**config.mk**
```make
export PLATFORM = sky130hd
export DESIGN_NAME = spi_slave_flat
export DESIGN_NICKNAME = d
export VERILOG_FILES = /design/src/rtl/spi_pkg.sv /design/src/rtl/spi_if.sv /design/src/rtl/spi_tx_shifter.sv /design/src/rtl/spi_slave.sv /design/src/flat_wrapper.sv
export SDC_FILE = /design/constraint.sdc
export NUM_CORES = 1
export LEC_CHECK = 0
export BUFFER_PORTS_ARGS = -buffer_cell sky130_fd_sc_hd__buf_2
export CAP_MARGIN = 20
export CORE_ASPECT_RATIO = 0.8
export CORE_MARGIN = 2
export CORE_UTILIZATION = 51
export DETAILED_ROUTE_END_ITERATION = 10
export PLACE_DENSITY = 0.84
export SYNTH_ARGS = -nofsm -noshare
export SYNTH_HDL_FRONTEND = slang
export SYNTH_SLANG_ARGS = --single-unit
```
**constraint.sdc**
```tcl
create_clock -name clk -period 1.66 [get_ports clk]
set_input_delay 0.166 -clock clk [delete_from_list [all_inputs] [get_ports clk]]
set_output_delay 0.166 -clock clk [all_outputs]
set_load 0.05 [all_outputs]
```
**src/rtl/spi_pkg.sv**
```systemverilog
// spi_pkg: shared FSM encoding, default widths and RAM command codes for spi_slave
package spi_pkg;
  localparam int FRAME_W_DEF = 10;
  localparam int DATA_W_DEF = 8;
  localparam logic [1:0] CMD_WR_ADDR = 2'b00;
  localparam logic [1:0] CMD_WR_DATA = 2'b01;
  localparam logic [1:0] CMD_RD_ADDR = 2'b10;
  localparam logic [1:0] CMD_RD_DATA = 2'b11;
  typedef enum logic [2:0] {IDLE, CHK_CMD, WRITE, READ_ADD, READ_DATA} state_t;
endpackage

```
**src/rtl/spi_if.sv**
```systemverilog
// spi_if: SPI pins plus the RAM-side frame / read-data handshake
interface spi_if import spi_pkg::*; #(
  parameter int FRAME_W = FRAME_W_DEF,
  parameter int DATA_W = DATA_W_DEF
);
  logic SS_n;
  logic MOSI;
  logic MISO;
  logic [FRAME_W-1:0] rx_data;
  logic rx_valid;
  logic [DATA_W-1:0] tx_data;
  logic tx_valid;
  modport master (output SS_n, MOSI, tx_data, tx_valid, input MISO, rx_data, rx_valid);
  modport slave (input SS_n, MOSI, tx_data, tx_valid, output MISO, rx_data, rx_valid);
endinterface

```
**src/rtl/spi_tx_shifter.sv**
```systemverilog
// spi_tx_shifter: MSB-first parallel-to-serial readout of one RAM word
module spi_tx_shifter #(
  parameter int W = 8
) (
  input  logic         clk,
  input  logic         rst_n,
  input  logic         clr,
  input  logic         load,
  input  logic         shift,
  input  logic [W-1:0] data,
  output logic         miso,
  output logic         done
);
  localparam int CW = $clog2(W);
  logic [W-1:0] sr;
  logic [CW-1:0] cnt;
  logic busy;
  assign miso = busy & sr[W-1];
  assign done = busy && cnt == CW'(W - 1);
  always_ff @(posedge clk or negedge rst_n)
    if (!rst_n) begin
      sr <= '0;
      cnt <= '0;
      busy <= 1'b0;
    end else if (clr) begin
      sr <= '0;
      cnt <= '0;
      busy <= 1'b0;
    end else if (load) begin
      sr <= data;
      cnt <= '0;
      busy <= 1'b1;
    end else if (busy && shift) begin
      sr <= sr << 1;
      cnt <= cnt + 1'b1;
      busy <= !done;
    end
endmodule

```
**src/rtl/spi_slave.sv**
```systemverilog
// spi_slave: SPI frame receiver and RAM read-back slave clocked directly by SCK.
// Define SPI_FRAME_ERR_EN to add the frame_err abort strobe.
module spi_slave import spi_pkg::*; #(
  parameter int FRAME_W = FRAME_W_DEF,
  parameter int DATA_W = DATA_W_DEF
) (
  input  logic clk,
  input  logic rst_n,
`ifdef SPI_FRAME_ERR_EN
  output logic frame_err,
`endif
  spi_if.slave bus
);
  state_t state;
  logic [3:0] cnt;
  logic [FRAME_W-1:0] sr;
  logic rd_addr_done, wait_ss, post, loaded, abort, last, load, done, miso;
  assign abort = state != IDLE && bus.SS_n;
  assign last = cnt == 4'(FRAME_W - 2);
  // readout starts only after the rx_valid cycle and at most once per frame
  assign load = post && !loaded && !bus.rx_valid && bus.tx_valid && !bus.SS_n;
  assign bus.MISO = miso;
  spi_tx_shifter #(.W(DATA_W)) u_tx (
    .clk(clk), .rst_n(rst_n), .clr(abort), .load(load), .shift(post),
    .data(bus.tx_data), .miso(miso), .done(done)
  );
  always_ff @(posedge clk or negedge rst_n)
    if (!rst_n) begin
      state <= IDLE;
      cnt <= '0;
      sr <= '0;
      rd_addr_done <= 1'b0;
      wait_ss <= 1'b0;
      post <= 1'b0;
      loaded <= 1'b0;
      bus.rx_data <= '0;
      bus.rx_valid <= 1'b0;
    end else begin
      bus.rx_valid <= 1'b0;
      if (abort) begin
        state <= IDLE;
        cnt <= '0;
        sr <= '0;
        post <= 1'b0;
        loaded <= 1'b0;
      end else case (state)
        IDLE: begin
          wait_ss <= wait_ss && !bus.SS_n;
          if (!bus.SS_n && !wait_ss) state <= CHK_CMD;
        end
        CHK_CMD: begin
          sr <= FRAME_W'(bus.MOSI);
          cnt <= '0;
          state <= !bus.MOSI ? WRITE : rd_addr_done ? READ_DATA : READ_ADD;
        end
        default: if (post) begin
          loaded <= loaded || load;
          if (done) begin
            state <= IDLE;
            post <= 1'b0;
            loaded <= 1'b0;
            wait_ss <= 1'b1;
          end
        end else if (last) begin
          bus.rx_data <= {sr[FRAME_W-2:0], bus.MOSI};
          bus.rx_valid <= 1'b1;
          cnt <= '0;
          sr <= '0;
          rd_addr_done <= state == READ_ADD || (state == WRITE && rd_addr_done);
          post <= state == READ_DATA;
          if (state != READ_DATA) begin
            state <= IDLE;
            wait_ss <= 1'b1;
          end
        end else begin
          sr <= {sr[FRAME_W-2:0], bus.MOSI};
          cnt <= cnt + 1'b1;
        end
      endcase
    end
`ifdef SPI_FRAME_ERR_EN
  always_ff @(posedge clk or negedge rst_n)
    if (!rst_n) frame_err <= 1'b0;
    else frame_err <= abort;
`endif
endmodule

```
**src/flat_wrapper.sv**
```systemverilog
// flat-port wrapper written by rule: the top's interface ports become plain ports
module spi_slave_flat import spi_pkg::*;
#(
  parameter int FRAME_W = FRAME_W_DEF,
  parameter int DATA_W = DATA_W_DEF
)
  (clk, rst_n, bus_SS_n, bus_MOSI, bus_tx_data, bus_tx_valid, bus_MISO, bus_rx_data, bus_rx_valid);
  spi_if #(.FRAME_W(FRAME_W), .DATA_W(DATA_W)) bus_i ();
  input  logic clk;
  input  logic rst_n;
  input wire logic [$bits(bus_i.SS_n)-1:0] bus_SS_n;
  input wire logic [$bits(bus_i.MOSI)-1:0] bus_MOSI;
  input wire logic [$bits(bus_i.tx_data)-1:0] bus_tx_data;
  input wire logic [$bits(bus_i.tx_valid)-1:0] bus_tx_valid;
  output wire logic [$bits(bus_i.MISO)-1:0] bus_MISO;
  output wire logic [$bits(bus_i.rx_data)-1:0] bus_rx_data;
  output wire logic [$bits(bus_i.rx_valid)-1:0] bus_rx_valid;
  assign bus_i.SS_n = bus_SS_n;
  assign bus_i.MOSI = bus_MOSI;
  assign bus_i.tx_data = bus_tx_data;
  assign bus_i.tx_valid = bus_tx_valid;
  assign bus_MISO = bus_i.MISO;
  assign bus_rx_data = bus_i.rx_data;
  assign bus_rx_valid = bus_i.rx_valid;
  spi_slave #(.FRAME_W(FRAME_W), .DATA_W(DATA_W)) u_core (.clk(clk), .rst_n(rst_n), .bus(bus_i));
endmodule
```
After elaboration in Yosys (flattened, before gate mapping)

Index checks and enable logic that the tools add are counted.

Register bits: 43
Bits in writable memories: 0
Latch bits: 0
Memories kept: 0
Logic and storage cells: 107
Bits of input ports: 13
Bits in read-only memories: 0
Output and inout port bits: 12

Equality and inequality tests: 13
Muxes and demuxes: 44
Bitwise logic cells: 5
$add $sub $neg: 2
$lt $le $gt $ge: 0
Multiply operators: 0
Div/mod/pow operators: 0
Shift-type cells: 0
Reduce and logical (&&, ||, !) cells: 31

Operators with widths:

| kind                                                                    | count |
|---|---|
| 3-bit 2-to-1 mux                                                        | 11 |
| 9-bit 2-to-1 mux                                                        | 3 |
| 8-bit 2-to-1 mux                                                        | 3 |
| 1-bit 2-to-1 mux                                                        | 20 |
| 9-bit one-hot mux with 2 select lines                                   | 1 |
| 4-bit 2-to-1 mux                                                        | 3 |
| 3-bit nonzero test                                                      | 4 |
| 1-bit logical AND                                                       | 10 |
| 5-bit nonzero test                                                      | 2 |
| 3-bit inequality test, second input constant                            | 3 |
| 4-bit one-hot mux with 2 select lines                                   | 1 |
| 4-bit AND reduction                                                     | 2 |
| 3-bit by 2-bit equality test with 1-bit output, second input constant   | 2 |
| 3-bit equality test, second input constant                              | 2 |
| 3-bit one-hot mux with 2 select lines                                   | 1 |
| 1-bit zero test                                                         | 5 |
| 5-bit inequality test, second input constant                            | 1 |
| 5-bit AND reduction                                                     | 1 |
| 4-bit by 1-bit adder with 4-bit output, second input constant           | 1 |
| 4-bit equality test, second input constant                              | 1 |
| 2-bit by 1-bit inequality test with 1-bit output, second input constant | 2 |
| 1-bit NOT                                                               | 4 |
| 2-bit AND reduction                                                     | 2 |
| 3-bit by 1-bit adder with 3-bit output, second input constant           | 1 |
| other kinds (8)                                                         | 9 |

Longest topological paths before layout

Depth after elaboration: 10
Mapped depth: 6
Gate-level depth less buffers: 5

Modules after synthesis

Synthesis repeated with hierarchy kept, for this count alone.

Cell total of the unflattened synthesis: 190
Area total of the unflattened synthesis: 2114.5 um^2

By module, submodules not included:

| module         | cells an instance | area each (um^2) | seq. area each (um^2) | times used |
|---|---|---|---|---|
| spi_slave      | 136               | 1508.9           | 775.7                 | 1 |
| spi_tx_shifter | 54                | 605.6            | 300.3                 | 1 |

Worst setup path after synthesis

Ideal clock, no wire load.

Path kind: flip-flop to flip-flop
From: register u_core.bus.rx_valid
To: register u_core.u_tx.sr[1]
Setup slack: 0.041 ns
Data arrival time: 1.554 ns
Period minus slack after synthesis: 1.619 ns
Stages on the path, launching flop included: 5
Path buffers: 1
Setup time: 0.065 ns
Cells stage by stage: dfrtp_1 -> nor4b_4 -> and2_1 -> buf_4 -> o221a_2

Word-level cells in the longest chain between the ends: 6
Elaborated cells on any way between the ends: 7
Those cells by class: mux: 2; reduce/logical: 5

RTL lines:

| item                                | RTL line             | RTL |
|---|---|---|
| start, declared                     | spi_if.sv:14         | `modport slave (input SS_n, MOSI, tx_data, tx_valid, output MISO, rx_data, rx_valid);` |
| start signal, assigned              | spi_slave.sv:37      | `bus.rx_valid <= 1'b0;` |
| start signal, assigned              | spi_slave.sv:39      | `bus.rx_valid <= 1'b0;` |
| start signal, assigned              | spi_slave.sv:66      | `bus.rx_valid <= 1'b1;` |
| 1-bit zero test (*)                 | spi_slave.sv:21      | `assign load = post && !loaded && !bus.rx_valid && bus.tx_valid && !bus.SS_n;` |
| 1-bit logical AND (*) (3 in series) | spi_slave.sv:21      |  |
| 8-bit 2-to-1 mux                    | spi_tx_shifter.sv:29 | `end else if (load) begin` |
| 8-bit 2-to-1 mux                    | spi_tx_shifter.sv:25 | `end else if (clr) begin` |
| end signal, assigned                | spi_tx_shifter.sv:30 | `sr <= data;` |
| end signal, assigned                | spi_tx_shifter.sv:34 | `sr <= sr << 1;` |
| end, declared                       | spi_tx_shifter.sv:15 | `logic [W-1:0] sr;` |

Mark *: on every way between the ends. The rest lies on a longest branch, timed or not.
A chain may end at the register's enable or synchronous reset.

Worst setup path in the final report

From: register u_core.cnt[1]
To: register u_core.bus.rx_data[4]

Word-level cells in the longest chain between the ends: 2

RTL lines:

| item                          | RTL line        | RTL |
|---|---|---|
| start, declared               | spi_slave.sv:15 | `logic [3:0] cnt;` |
| start signal, assigned        | spi_slave.sv:77 | `cnt <= cnt + 1'b1;` |
| 4-bit equality test           | spi_slave.sv:19 | `assign last = cnt == 4'(FRAME_W - 2);` |
| 4-bit AND reduction (no line) | --              |  |
| end signal, assigned          | spi_slave.sv:65 | `bus.rx_data <= {sr[FRAME_W-2:0], bus.MOSI};` |
| end, declared                 | spi_if.sv:14    |  |

No other way between the ends.

==> impl_metrics.py <==
metrics = {
    "run_status": {
        "outcome": "finished, final reports clean",
    },
    "power_and_ir_drop": {
        "power.ir.vdd_worst_v": 0.0006145,
        "internal-power_mw": 1.574,
        "p_leak_nw": 1.208,
        "total_power_consumption_mw": 2.207,
        "switchingPower_mw": 0.6328,
        "switching_share_pct": 28.68,
        "seq_power_share_pct": 52.2,
        "comb_power_share_pct": 21.0,
        "clockPowerShare_pct": 26.8,
        "power-per-cell-area_nw_per_um2": 921.1,
    },
    "layout": {
        "multiInputGateArea_sq_um": 895.9,
        "n_antenna_cell": 0,
        "layout.area.seq_sq_um": 1076,
        "final_layout_size_suffix_gt1_share_pct": 39.60,
        "layout.cell_area.non_filler_sq_um": 2396,
        "finish.net_count": 220,
        "layout.cells.most_common": "dfrtp_1",
        "fin_util_pct": 62.18,
        "layout_common_cells": "dfrtp_1, buf_2, mux2_2",
        "fillers": 303,
        "area.growth.synth_to_final_pct": 14.95,
        "stdcell_count": 257,
    },
    "drt": {
        "avgRoutedWirePerCell_microns": 15.65,
        "via_count_normalized_by_instance_count": 5.825,
        "drc": 0,
        "first_pass_iters": 4,
        "drt_initial_violations": 181,
        "routed_wl_microns": 4023,
        "drt.antenna.violating_nets": 0,
        "dr_total_vias": 1497,
    },
    "sta": {
        "drv_slew": 0,
        "timing.final.hold_violations": 0,
        "timing.final.setup_violations": 0,
        "layout_min_cycle_time_ns": 1.585,
        "final.setup.tns_ns": 0,
        "tightest_slew_margin_relative_to_the_limit_pct": 70.79,
        "worst_hold_slack_after_final_layout_ns": 0.1049,
        "setup_ws_ns": 0.07459,
        "timing_worst_slew_pin_value_ns": 0.4382,
        "fin_crit_sh_pct": 95.51,
        "clock_skew_ns": 0.003572,
        "max_clock_freq_ghz": 0.6308,
    },
    "synth": {
        "adder_cell_area_share_of_the_yosys_netlist_pct": 2.401,
        "syn-mean-instance-area_sq_um": 12.26,
        "yosys.area_share.xor_xnor_pct": 0.4202,
        "synth.ff_latch_count": 43,
        "muxShareOfSynthArea_pct": 10.68,
        "synth.lib_cells_used.distinct": 44,
        "synth.cell_area_sq_um": 2084,
        "yosys.area.top_type": "dfrtp_1",
        "fraction_of_the_mapped_netlist_area_in_simple_logic_gates_pct": 12.42,
        "synthesis.instances": 170,
        "yosysWarningCount": 0,
        "async_flop_share_pct": 100.0,
        "syn_nets": 187,
        "postSynth.topFlopCell": "dfrtp_1",
        "synth_top_cells_by_area": "dfrtp_1, mux2_2, a22o_2, o221a_2, nand3b_1",
        "synth_seq_area_share_pct": 51.62,
        "synth_top_family_by_area": "compound AO/OA/AOI/OAI gates",
        "synth-edff-count": 0,
        "synth_compound_gate_area_share_pct": 17.05,
        "synth_top_cell_area_share_pct": 51.62,
    },
    "cts": {
        "tritoncts": "done",
        "clock-root-buffer": "clkbuf_8",
        "cts_made_buffers": 5,
        "clock_insertion_delay_worst_skew_ns": 0.29,
        "clock_tree.htree_level_count": 2,
        "clkSlewWorstSetupHoldPaths_ns": 0.07,
        "cts_num_sinks": 43,
        "clock_path_buffers": 2,
    },
    "floorplan": {
        "start_util_pct": 54.09,
        "dieArea_sq_um": 4618,
        "ios": 25,
        "dieHeight_microns": 61.18,
        "floorplan.rows": 20,
        "core-area_sq_um": 3854,
        "chipWidth_microns": 75.48,
    },
    "global_routing": {
        "pin_count_of_the_biggest_net_entering_global_routing": 44,
        "first_global_vias": 1393,
        "antenna_found_initial": 0,
        "grt_first_pass_wirelength_microns": 6644,
        "global_route.usage.total_pct": 19.76,
        "final_global_route_overflow_total": 0,
    },
    "run": {
        "timing.max_cap.violations": 0,
    },
    "placement": {
        "placedCellCount": 249,
        "place_area_sq_um": 2306,
        "hpwlAfterDp_microns": 2902,
        "buffer_ports.inserted": 24,
        "placement.setup.worst_slack_ns": 0.06825,
        "gp_congestion": 0.8598,
    },
    "worst_setup_path": {
        "crit_path_start_kind": "register",
        "worst-path-max-fanout": 11,
        "crit_slowest_cell": "dfrtp_1",
        "worstSetupEndpointType": "register",
        "setup.worst_path.class": "register to register",
        "slowest_delay_ns": 0.39,
        "critical_path_required_ns": 1.83,
        "crit_path_cell_trace": "inv_1, ha_1, and3b_1, nand3_1, buf_12, mux2_2",
        "timing.critical_path.buf_inv": 2,
        "worst_path_dominant_cell_family": "flip-flops",
        "worst_ep_arrival_time_ns": 1.76,
    },
    "hold_path": {
        "hold_path.class": "input pin to register",
    },
}
## path summary, 6_finish.rpt
| kind | to | from | slack (ns) | cells past startpoint |
|---|---|---|---|---|
| min reg2reg | u_core.bus.rx_data[6] | u_core.bus.rx_data[6] | 0.50 | 1 |
| min in group asynchronous | u_core.cnt[0] | rst_n | 0.38 | 3 |
| max in group asynchronous | u_core.bus.rx_valid | rst_n | 1.07 | 3 |
| max reg2reg | u_core.bus.rx_data[4] | u_core.cnt[1] | 0.07 | 6 |
| min | u_core.u_tx.sr[0] | bus_tx_data[0] | 0.10 | 2 |
| max | u_core.bus.rx_data[4] | u_core.cnt[1] | 0.07 | 6 |
## sequential cells by signal, summed over array words and instances (netlist names)
signal	cells
u_core.bus.rx_data	10
u_core.u_tx.busy	1
u_core.post	1
u_core.u_tx.sr	8
u_core.loaded	1
u_core.bus.rx_valid	1
u_core.rd_addr_done	1
u_core.sr	9
u_core.cnt	4
u_core.wait_ss	1
u_core.u_tx.cnt	3
u_core.state	3
## cells in the mapped netlist (3+ instances only)
cell	instances
a21oi_1	3
a22o_2	8
a31oi_1	7
buf_2	6
buf_4	3
buf_6	3
dfrtp_1	43
ha_1	4
inv_1	5
mux2_2	18
nand2_1	5
nand3_1	4
nand3b_1	9
nor2_1	4
nor3_1	4
o21ai_0	4
o221a_2	7
## cells by family after synthesis
group           after synthesis
compound gates               43
flops                        43
simple gates                 40
mux                          20
buf+inv                      19
fa+ha+maj                     4
xor+xnor                      1
## metal layers
metal | track usage, % | wire [microns] | up-vias
met5 | 0 | 0 | -
met4 | 5.514 | 52 | 0
met3 | 6.547 | 184 | 8
met2 | 30.06 | 1932 | 43
met1 | 27.52 | 1853 | 735
li1 | - | - | 711
## power by group through the flow
| stage | sequential (mW) | clock (mW) | combinational, mW |
|---|---|---|---|
| floorplan | 1.16 | 0 | 0.326 |
| global placement | 1.17 | 0 | 0.424 |
| detailed placement | 1.18 | 0 | 0.431 |
| CTS | 1.16 | 0.604 | 0.441 |
| global route | 1.16 | 0.649 | 0.507 |
| finish | 1.15 | 0.591 | 0.464 |
## final cells by class
| cell class | count | area share (%) |
|---|---|---|
| Tap cell | 55 | 2.872 |
| Sequential cell | 43 | 44.91 |
| Clock buffer | 6 | 3.029 |
| Multi-Input combinational cell | 108 | 37.39 |
| Inverter | 6 | 0.9399 |
| Timing Repair Buffer | 39 | 10.86 |
## repair_timing
item / CTS / global route
hold buffers: 1 / 0
gates resized for setup: 0 / 1
setup endpoints to repair: 0 / 8
hold endpoints to repair: 43 / 0
setup buffers: 0 / 1
Power figures use the tool's default switching activity.
